<file path="src/rtl/regfile_write_queue.sv">
// regfile_write_queue: buffers writeback results and drains them in order into the register file write port
module regfile_write_queue #(
  parameter int DEPTH = 4,
  parameter int AW = 5,
  parameter int DW = 32
) (
  input  logic                       clk,
  input  logic                       reset,
  input  logic                       in_valid,
  output logic                       in_ready,
  input  logic [AW-1:0]              in_addr,
  input  logic [DW-1:0]              in_data,
  input  logic                       drain_en,
  output logic [AW-1:0]              a3,
  output logic                       we3,
  output logic [DW-1:0]              wd3,
  input  logic [AW-1:0]              ra1,
  input  logic [AW-1:0]              ra2,
  output logic                       hit1,
  output logic                       hit2,
  output logic [DW-1:0]              fwd1,
  output logic [DW-1:0]              fwd2,
  output logic [$clog2(DEPTH):0]     count,
  output logic                       empty,
  output logic                       full
);
  localparam int PW = $clog2(DEPTH);
  logic [AW-1:0] addr_q [DEPTH];
  logic [DW-1:0] data_q [DEPTH];
  logic [PW-1:0] head, tail;
  logic push, pop;
  assign empty = count == '0;
  assign full = count == (PW+1)'(DEPTH);
  assign in_ready = !full && !reset;
  assign we3 = !empty && drain_en && !reset;
  assign push = in_valid && in_ready;
  assign pop = we3;
  assign a3 = empty ? '0 : addr_q[head];
  assign wd3 = empty ? '0 : data_q[head];
  function automatic logic [DW:0] lookup(input logic [AW-1:0] ra);
    logic [DW:0] r;
    logic [PW-1:0] idx;
    r = '0;
    for (int i = 0; i < DEPTH; i++) begin
      idx = head + PW'(i);
      if (i < int'(count) && addr_q[idx] == ra) r = {1'b1, data_q[idx]};
    end
    return r;
  endfunction
  // scan from oldest to youngest so the youngest match wins
  always_comb begin
    {hit1, fwd1} = lookup(ra1);
    {hit2, fwd2} = lookup(ra2);
  end
  // entry storage needs no reset; occupancy is tracked by count
  always_ff @(posedge clk) begin
    if (push) begin
      addr_q[tail] <= in_addr;
      data_q[tail] <= in_data;
    end
  end
  // pointers and occupancy; pointers wrap naturally at DEPTH
  always_ff @(posedge clk) begin
    if (reset) begin
      head <= '0;
      tail <= '0;
      count <= '0;
    end else begin
      if (push) tail <= tail + 1'b1;
      if (pop) head <= head + 1'b1;
      count <= count + {{PW{1'b0}}, push} - {{PW{1'b0}}, pop};
    end
  end
endmodule

</file>
<file path="config.mk">
export PLATFORM = sky130hd
export DESIGN_NAME = regfile_write_queue
export DESIGN_NICKNAME = d
export VERILOG_FILES = /design/src/rtl/regfile_write_queue.sv
export SDC_FILE = /design/constraint.sdc
export NUM_CORES = 1
export LEC_CHECK = 0
export CAP_MARGIN = 20
export CORE_MARGIN = 2
export CORE_UTILIZATION = 60
export DETAILED_ROUTE_END_ITERATION = 12
export PLACE_DENSITY = 0.87
export SLEW_MARGIN = 40
export SYNTH_ARGS = -nofsm -noshare
export SYNTH_HDL_FRONTEND = slang
export SYNTH_SLANG_ARGS = --single-unit
export TNS_END_PERCENT = 10
</file>
<file path="constraint.sdc">
create_clock -name clk -period 9.95 [get_ports clk]
set_clock_uncertainty 0.2 [all_clocks]
set_input_delay 2.4875 -clock clk [delete_from_list [all_inputs] [get_ports clk]]
set_output_delay 2.4875 -clock clk [all_outputs]
set_load 0.03 [all_outputs]
</file>
== Word level (Yosys, flattened, before mapping) ==
Memory sizes are Yosys's and may differ from the RTL's. A register that Yosys moved wholly into a read port is not among the register bits.
Index checks and enable logic that the tools add are counted.

* Register bits: 7
* Memory bits (writable): 148
* Input bits: 51
* Output and inout port bits: 110
* Logic and storage cells: 56
* Memories kept: 2

{| class="wikitable"
|+ Memory list
! name !! words !! width !! rd ports !! clocked after memory_dff !! write ports !! RTL line !! source
|-
| data_q || 4 || 32 || 4 || 1 || 1 || 29 || <nowiki>logic [DW-1:0] data_q [DEPTH];</nowiki>
|-
| addr_q || 4 || 5 || 4 || 1 || 1 || 28 || <nowiki>logic [AW-1:0] addr_q [DEPTH];</nowiki>
|}

* $add $sub $neg: 6
* Magnitude comparators: 4
* Equality and inequality tests: 9
* Mux-type cells: 16
* Reductions and logical operators: 16

{| class="wikitable"
|+ Operators with widths
! operator !! count
|-
| $mux W33 || 8
|-
| $eq A5 B5 Y1 || 8
|-
| $mux W32 || 1
|-
| $logic_and A1 B1 Y1 || 12
|-
| $mux W2 || 4
|-
| $lt A1 B3 Y1 const A || 2
|-
| $lt A2 B3 Y1 const A || 2
|-
| $mux W5 || 1
|-
| $add A2 B1 Y2 const B || 2
|-
| $add A2 B2 Y2 const B || 2
|-
| $add A3 B1 Y3 || 1
|-
| $eq A3 B3 Y1 const B || 1
|-
| $logic_not A1 Y1 || 3
|-
| $logic_not A3 Y1 || 1
|-
| $sub A3 B1 Y3 || 1
|-
| $mux W1 || 2
|}

== Logic depth before layout (Yosys ltp) ==
Gate-level depths: netlist of run 1.
An unclocked memory read counts as a cell.

* Word-level depth: 7
* Mapped depth: 12

== Least setup slack after synthesis of run 1 ==
OpenSTA, ideal clock, no wires.

* Kind: input port to output port
* Start point: in ra2[3]
* End point: out fwd2[10]
* Arrival: 3.963 ns
* Slack: 3.299 ns
* Stages: 6
* Cells stage by stage: xnor2_1 nand4_1 a211oi_1 buf_2 a221oi_1 o22ai_1

* Word-level cells in the longest chain between the ends: 6

{| class="wikitable"
|+ Ends and longest elaborated chain
! what !! RTL line !! source
|-
| start, declared || 18 || <nowiki>input logic [AW-1:0] ra2,</nowiki>
|-
| $eq A5 B5 Y1 || 46 || <nowiki>if (i < int'(count) && addr_q[idx] == ra) r = {1'b1, data_q[idx]};</nowiki>
|-
| $logic_and A1 B1 Y1 || 46 ||
|-
| $mux W33 (3 in a row) || 46 ||
|-
| $mux W33 (*) || 46 ||
|-
| end, declared || 22 || <nowiki>output logic [DW-1:0] fwd2,</nowiki>
|}

Mark *: on every way between the ends. The rest lies on a longest branch, timed or not.

== Worst setup path after layout of run 1 ==
* Start point: in ra2[3]
* End point: out fwd2[24]

The elaborated chain is that of the path after synthesis.

==> flow_summary.json, run 1 <==
{
  "syn_avg_cell_area_um2": 11.9,
  "io_pins": 161,
  "grt_pass1_wl_um": 50500,
  "clk_latency_ns": 0.43,
  "grt_pass1_vias": 9301,
  "worst_slew_pin_slew_ns": 0.923,
  "ir_drop_mv": 0.156,
  "r2r_slack_ns": 6.78,
  "numCtsBuffers": 17,
  "synth_cells": 956,
  "clkSinkCount": 157,
  "wl_per_cell_um": 25.1,
  "cts-htree-levels": 4,
  "core_area_mm2": 0.0186,
  "synth_seq_area_share_pct": 40.8,
  "path_clk_slew_ns": 0.06,
  "cts_tree": "done",
  "synth_nets": 1016,
  "max_freq_mhz": 117,
  "area_growth_syn_to_layout_pct": 20.8,
  "postCtsHoldBufs": 0,
  "cts_root_buf": "clkbuf_16",
  "postRouteWirelength_um": 32800,
  "clock_tree.buffer_depth": 2,
  "r2r_end": "count[2]",
  "reg2reg_depth": 11,
  "end_kind": "output pin",
  "layout_common_cells": "clkdlybuf4s50_1, edfxtp_1, mux4_2, nand2_1",
  "yosysTopAreaCell": "edfxtp_1",
  "synth_area_mm2": 0.0113,
  "drc": 0,
  "gp_congestion": 0.907,
  "drv_slew": 0,
  "grt_overflow": 0,
  "cts_resized": 0,
  "period_share_pct": 86.1,
  "viasPerCell": 7.09,
  "hold_violations": 0,
  "ant_nets": 0,
  "synthArstFlopShare_pct": 0,
  "synth-edff-count": 148,
  "synth_cell_type_count": 44,
  "ys_seq_elements": 157,
  "diodes": 0,
  "pwr_density_cell_mw_per_mm2": 232,
  "start_util_pct": 60.9,
  "antenna_found_initial": 0,
  "die_y_um": 142,
  "netlist_top_cells_area": "edfxtp_1, mux4_2, mux2_2, mux2i_1, o21ai_0",
  "hpwl_um": 19700,
  "worstPathRequired_ns": 7.26,
  "power.total_mw": 3.17,
  "startpoint_type": "input pin",
  "cp-endpoint": "fwd2[24]",
  "timing.slew.headroom_pct": 38.5,
  "post_cts_buffers": 0,
  "worstPathMaxFanout": 37,
  "drtIter0Drc": 1103,
  "p_leak_nw": 4.11,
  "num_vias": 9280,
  "yosysTopAreaCellShare_pct": 39.2,
  "fin_crit_ns": 8.57,
  "hold_path_class": "reg2reg",
  "tns_ns": 0,
  "layout-drive-gt1-share_pct": 22.8,
  "grt_usage_pct": 32.8,
  "max_cap_viol_count": 0,
  "status": "complete, no violations",
  "critPathKind": "in2out",
  "drt_pass1_iterations": 9,
  "fp.dieW_um": 142,
  "grt_start_max_net_pins": 66,
  "crit_path_start": "ra2[3]",
  "dieArea_mm2": 0.0200,
  "mostFrequentLayoutCell": "clkdlybuf4s50_1",
  "io_buffers": 160,
  "ys_warn_count": 0,
  "rsz0062_at_grt": "false",
  "ys.flop_type": "edfxtp_1",
  "fin_nets": 1123,
  "arrival_ns": 5.88,
  "setup-violations-final": 0,
  "r2r_start": "count[1]",
  "rows": 50
}
routing by layer:
| layer | vias up | share of wire [%] | global-route usage, % | wire (µm) |
|---|---|---|---|---|
| met5 | - | 0 | 0 | 0 |
| met4 | 0 | 3.4 | 13.8 | 1130 |
| met3 | 117 | 11 | 7.93 | 3640 |
| met2 | 687 | 49 | 53.4 | 16100 |
| met1 | 4520 | 36 | 42.6 | 11900 |
| li1 | 3956 | - | - | - |
final cells by class:
class                   count  area (µm²)
repair buffers            178        1790
clock inverters            11         215
clock buffers              20         437
fillers                  1189        4940
flip-flops and latches    157        4640
multi-input cells         700        6290
inverters                   9        36.3
well taps                 234         293
critical path: stages:
cell	delay (ns)
clkdlybuf4s50_1	0.54
xor2_1	0.22
nor4_1	0.36
nand3_2	0.74
buf_4	0.53
o22ai_1	0.27
clkdlybuf4s50_1	0.72
where the power goes:
group	switching [mW]	internal, mW
Combinational	0.908	0.679
Sequential	0.0914	0.768
Clock	0.259	0.469
registers in the layout (all words and copies together), names as in the netlist, named ones only:
name	count
addr_q	20
head	2
tail	2
count	3
data_q	128
through the flow:
step / setup WS [ns] / std cells / cell area, µm² / util (%) / hold WS [ns]
3_3_place_gp: 1.49 / 1273 / 12900 / 69.4 / 0.335
3_5_place_dp: 1.50 / 1277 / 13000 / 69.9 / 0.354
5_1_grt: 1.24 / 1309 / 13700 / 73.5 / 0.395
2_1_floorplan: 3.30 / 956 / 11300 / - / 0.307
6_report: 1.38 / 1309 / 13700 / 73.5 / 0.377
4_1_cts: 1.47 / 1308 / 13700 / 73.4 / 0.362
worst min-delay path by stage:
stage                        from       to  slack, ns  cells after the start
final                     tail[1]  tail[1]       0.38                      2
after global routing      tail[1]  tail[1]       0.40                      2
after CTS                 tail[1]  tail[1]       0.36                      2
after detailed placement  tail[1]  tail[1]       0.35                      2
after global placement    tail[1]  tail[1]       0.33                      2
after floorplan           tail[1]  tail[1]       0.31                      2
cell families after synthesis:
kind of cell	Yosys count	synth area share, %
flip-flops	157	40.8
XOR/XNOR	44	3.40
multiplexers	212	28.7
AO/OA/AOI/OAI	196	11.2
AND/OR/NAND/NOR	239	10.4
adder cells (fa/ha/maj)	9	1.06
buffers and inverters	99	4.53
cell usage after synthesis (all sizes together), types with 19 or more instances:
cell type,n
a21oi,32
nor3,36
nor2,42
mux2,64
clkbuf,36
xnor2,25
o21ai,97
mux4,84
mux2i,64
o22ai,32
nand3,34
a221oi,32
edfxtp,148
xor2,19
buf,54
nand2,67
and2,39
No activity file was read; power rests on OpenSTA's default activity.
==> inputs of run 2 (changes only) <==
Settings changed: CORE_UTILIZATION 60 to 56, PLACE_DENSITY 0.87 to 0.82, SLEW_MARGIN 40 to not set.
Clock period 9.95 ns to 7.9 ns, I/O delays scaled along.
==> flow_summary.json, run 2 (synthesis gave the netlist of run 1 again) <==
{
  "status": "complete, no violations",
  "io_pins": 161,
  "mostFrequentLayoutCell": "clkdlybuf4s50_1",
  "holdWs_ns": 0.353,
  "worstPathMaxFanout": 33,
  "io_buffers": 160,
  "fin_ws_ns": 0.629,
  "place_area_mm2": 0.0131,
  "grt_start_max_net_pins": 55,
  "max_freq_mhz": 138,
  "cp_cell_sequence": "clkdlybuf4s50_1 > xor2_1 > nor4_2 > and2_1 > buf_4 > a221oi_1 > o22ai_1 > clkdlybuf4s50_1",
  "post_cts_buffers": 0,
  "fin_crit_ns": 7.27,
  "clock_tree.buffer_depth": 2,
  "crit_buf_inv": 3,
  "postCtsHoldBufs": 0,
  "drt_pass1_iterations": 5,
  "p_leak_nw": 4.14,
  "worstPathRequired_ns": 5.73,
  "top_regs": "data_q (128), addr_q (20), count (3)",
  "min_from": "tail[1]",
  "stdcell_area_mm2": 0.0138,
  "antenna_found_initial": 2,
  "die_y_um": 146,
  "layout-drive-gt1-share_pct": 23.5,
  "viasPerCell": 6.77,
  "cts_tree": "done",
  "arrival_ns": 5.10,
  "setup-violations-final": 0,
  "cts_root_buf": "clkbuf_16",
  "hold_end": "tail[1]",
  "ant_nets": 0,
  "r2r_end": "count[2]",
  "rsz0062_at_grt": "false",
  "slowest_delay_ns": 0.74,
  "hold_violations": 0,
  "r2r_start": "count[2]",
  "grt_pass1_wl_um": 50900,
  "place_ws_ns": 0.756,
  "rows": 52,
  "regArea_mm2": 0.00463,
  "period_share_pct": 92.0,
  "pwr_density_cell_mw_per_mm2": 282,
  "multi_input_area_mm2": 0.00627,
  "ir_drop_mv": 0.217,
  "largest_reg_flops": 128,
  "core_area_mm2": 0.0200,
  "drtIter0Drc": 987,
  "critPathTopFamily": "buffers and inverters",
  "nFillCells": 1464,
  "startpoint_type": "input pin",
  "power.total_mw": 3.88,
  "grt_usage_pct": 30.7,
  "reg2reg_depth": 12,
  "clkSinkCount": 157,
  "path_clk_slew_ns": 0.06,
  "timing.slew.headroom_pct": 24.3,
  "grt_overflow": 0,
  "path_common_cell": "clkdlybuf4s50_1",
  "num_vias": 9195,
  "gp_congestion": 0.872,
  "grt_pass1_vias": 9176,
  "postRouteWirelength_um": 32700,
  "drv_slew": 0,
  "r2r_slack_ns": 5.14,
  "hold_depth": 2,
  "hpwl_um": 20700,
  "max_cap_viol_count": 0,
  "tns_ns": 0,
  "area_growth_syn_to_layout_pct": 21.3,
  "slowest_stage": "clkdlybuf4s50_1",
  "layout_common_cells": "clkdlybuf4s50_1, edfxtp_1, mux4_2, nand2_1",
  "cts-htree-levels": 4,
  "start_util_pct": 56.6,
  "end_kind": "output pin",
  "cts_resized": 0,
  "wl_per_cell_um": 24.1,
  "hold_path_class": "reg2reg",
  "dieArea_mm2": 0.0214,
  "fin_nets": 1135,
  "numCtsBuffers": 17,
  "drc": 0,
  "critPathKind": "in2out",
  "largest-register": "data_q",
  "worst_slew_pin_slew_ns": 1.14,
  "fp.dieW_um": 146,
  "clk_latency_ns": 0.43
}
-- run 2: cell count changes in the layout (fill, tap and decap cells not counted), moves of 3 or more --
| cell | before | now |
|---|---|---|
| and3_2 | 0 | 4 |
| and3_4 | 4 | 0 |
| buf_4 | 13 | 25 |
| bufinv_16 | 6 | 3 |
-- run 2: power breakdown --
| part | internal [mW] | total [mW] | switching, mW |
|---|---|---|---|
| combinational | 0.847 | 1.97 | 1.12 |
| sequential | 0.966 | 1.10 | 0.130 |
| clock | 0.492 | 0.814 | 0.323 |
-- run 2: through the flow --
stage | std cells | utilization, %
after floorplan | 956 | -
after global routing | 1359 | 68.7
after global placement | 1323 | 65.4
after CTS | 1355 | 68.3
after detailed placement | 1323 | 65.4
final | 1359 | 68.7
-- run 2: cell type report --
class | instances | area share [%]
antenna | 1 | 0.0182
clock buffer | 19 | 3.14
clock inverter | 13 | 1.08
inverter | 9 | 0.245
multi-input combinational | 700 | 45.6
sequential | 157 | 33.7
tap | 270 | 2.45
timing repair buffer | 190 | 13.8
-- run 2: worst max-delay path by stage --
| stage | cells after the start | endpoint | slack, ns | start |
|---|---|---|---|---|
| 4_1_cts | 8 | fwd2[2] | 0.76 | ra2[3] |
| 6_report | 8 | fwd2[2] | 0.63 | ra2[3] |
| 3_5_place_dp | 7 | fwd2[23] | 0.76 | ra2[3] |
| 3_3_place_gp | 8 | hit1 | 0.83 | ra1[3] |
| 2_1_floorplan | 6 | fwd2[10] | 2.27 | ra2[3] |
| 5_1_grt | 7 | fwd2[23] | 0.57 | ra2[3] |
-- run 2: routing by layer --
layer | vias to the layer above | share of wire, % | global-route usage, %
li1 | 3972 | - | -
met1 | 4517 | 36 | 38.8
met2 | 605 | 49 | 50.5
met3 | 99 | 10 | 6.34
met4 | 2 | 4.0 | 15.9
met5 | - | 0.040 | 0
-- run 2: tightest hold or removal path, delay by kind of cell (launching register included) --
| kind | cells | cell delay, ns |
|---|---|---|
| compound gates | 1 | 0.08 |
| buf+inv | 1 | 0.10 |
| flops | 1 | 0.32 |
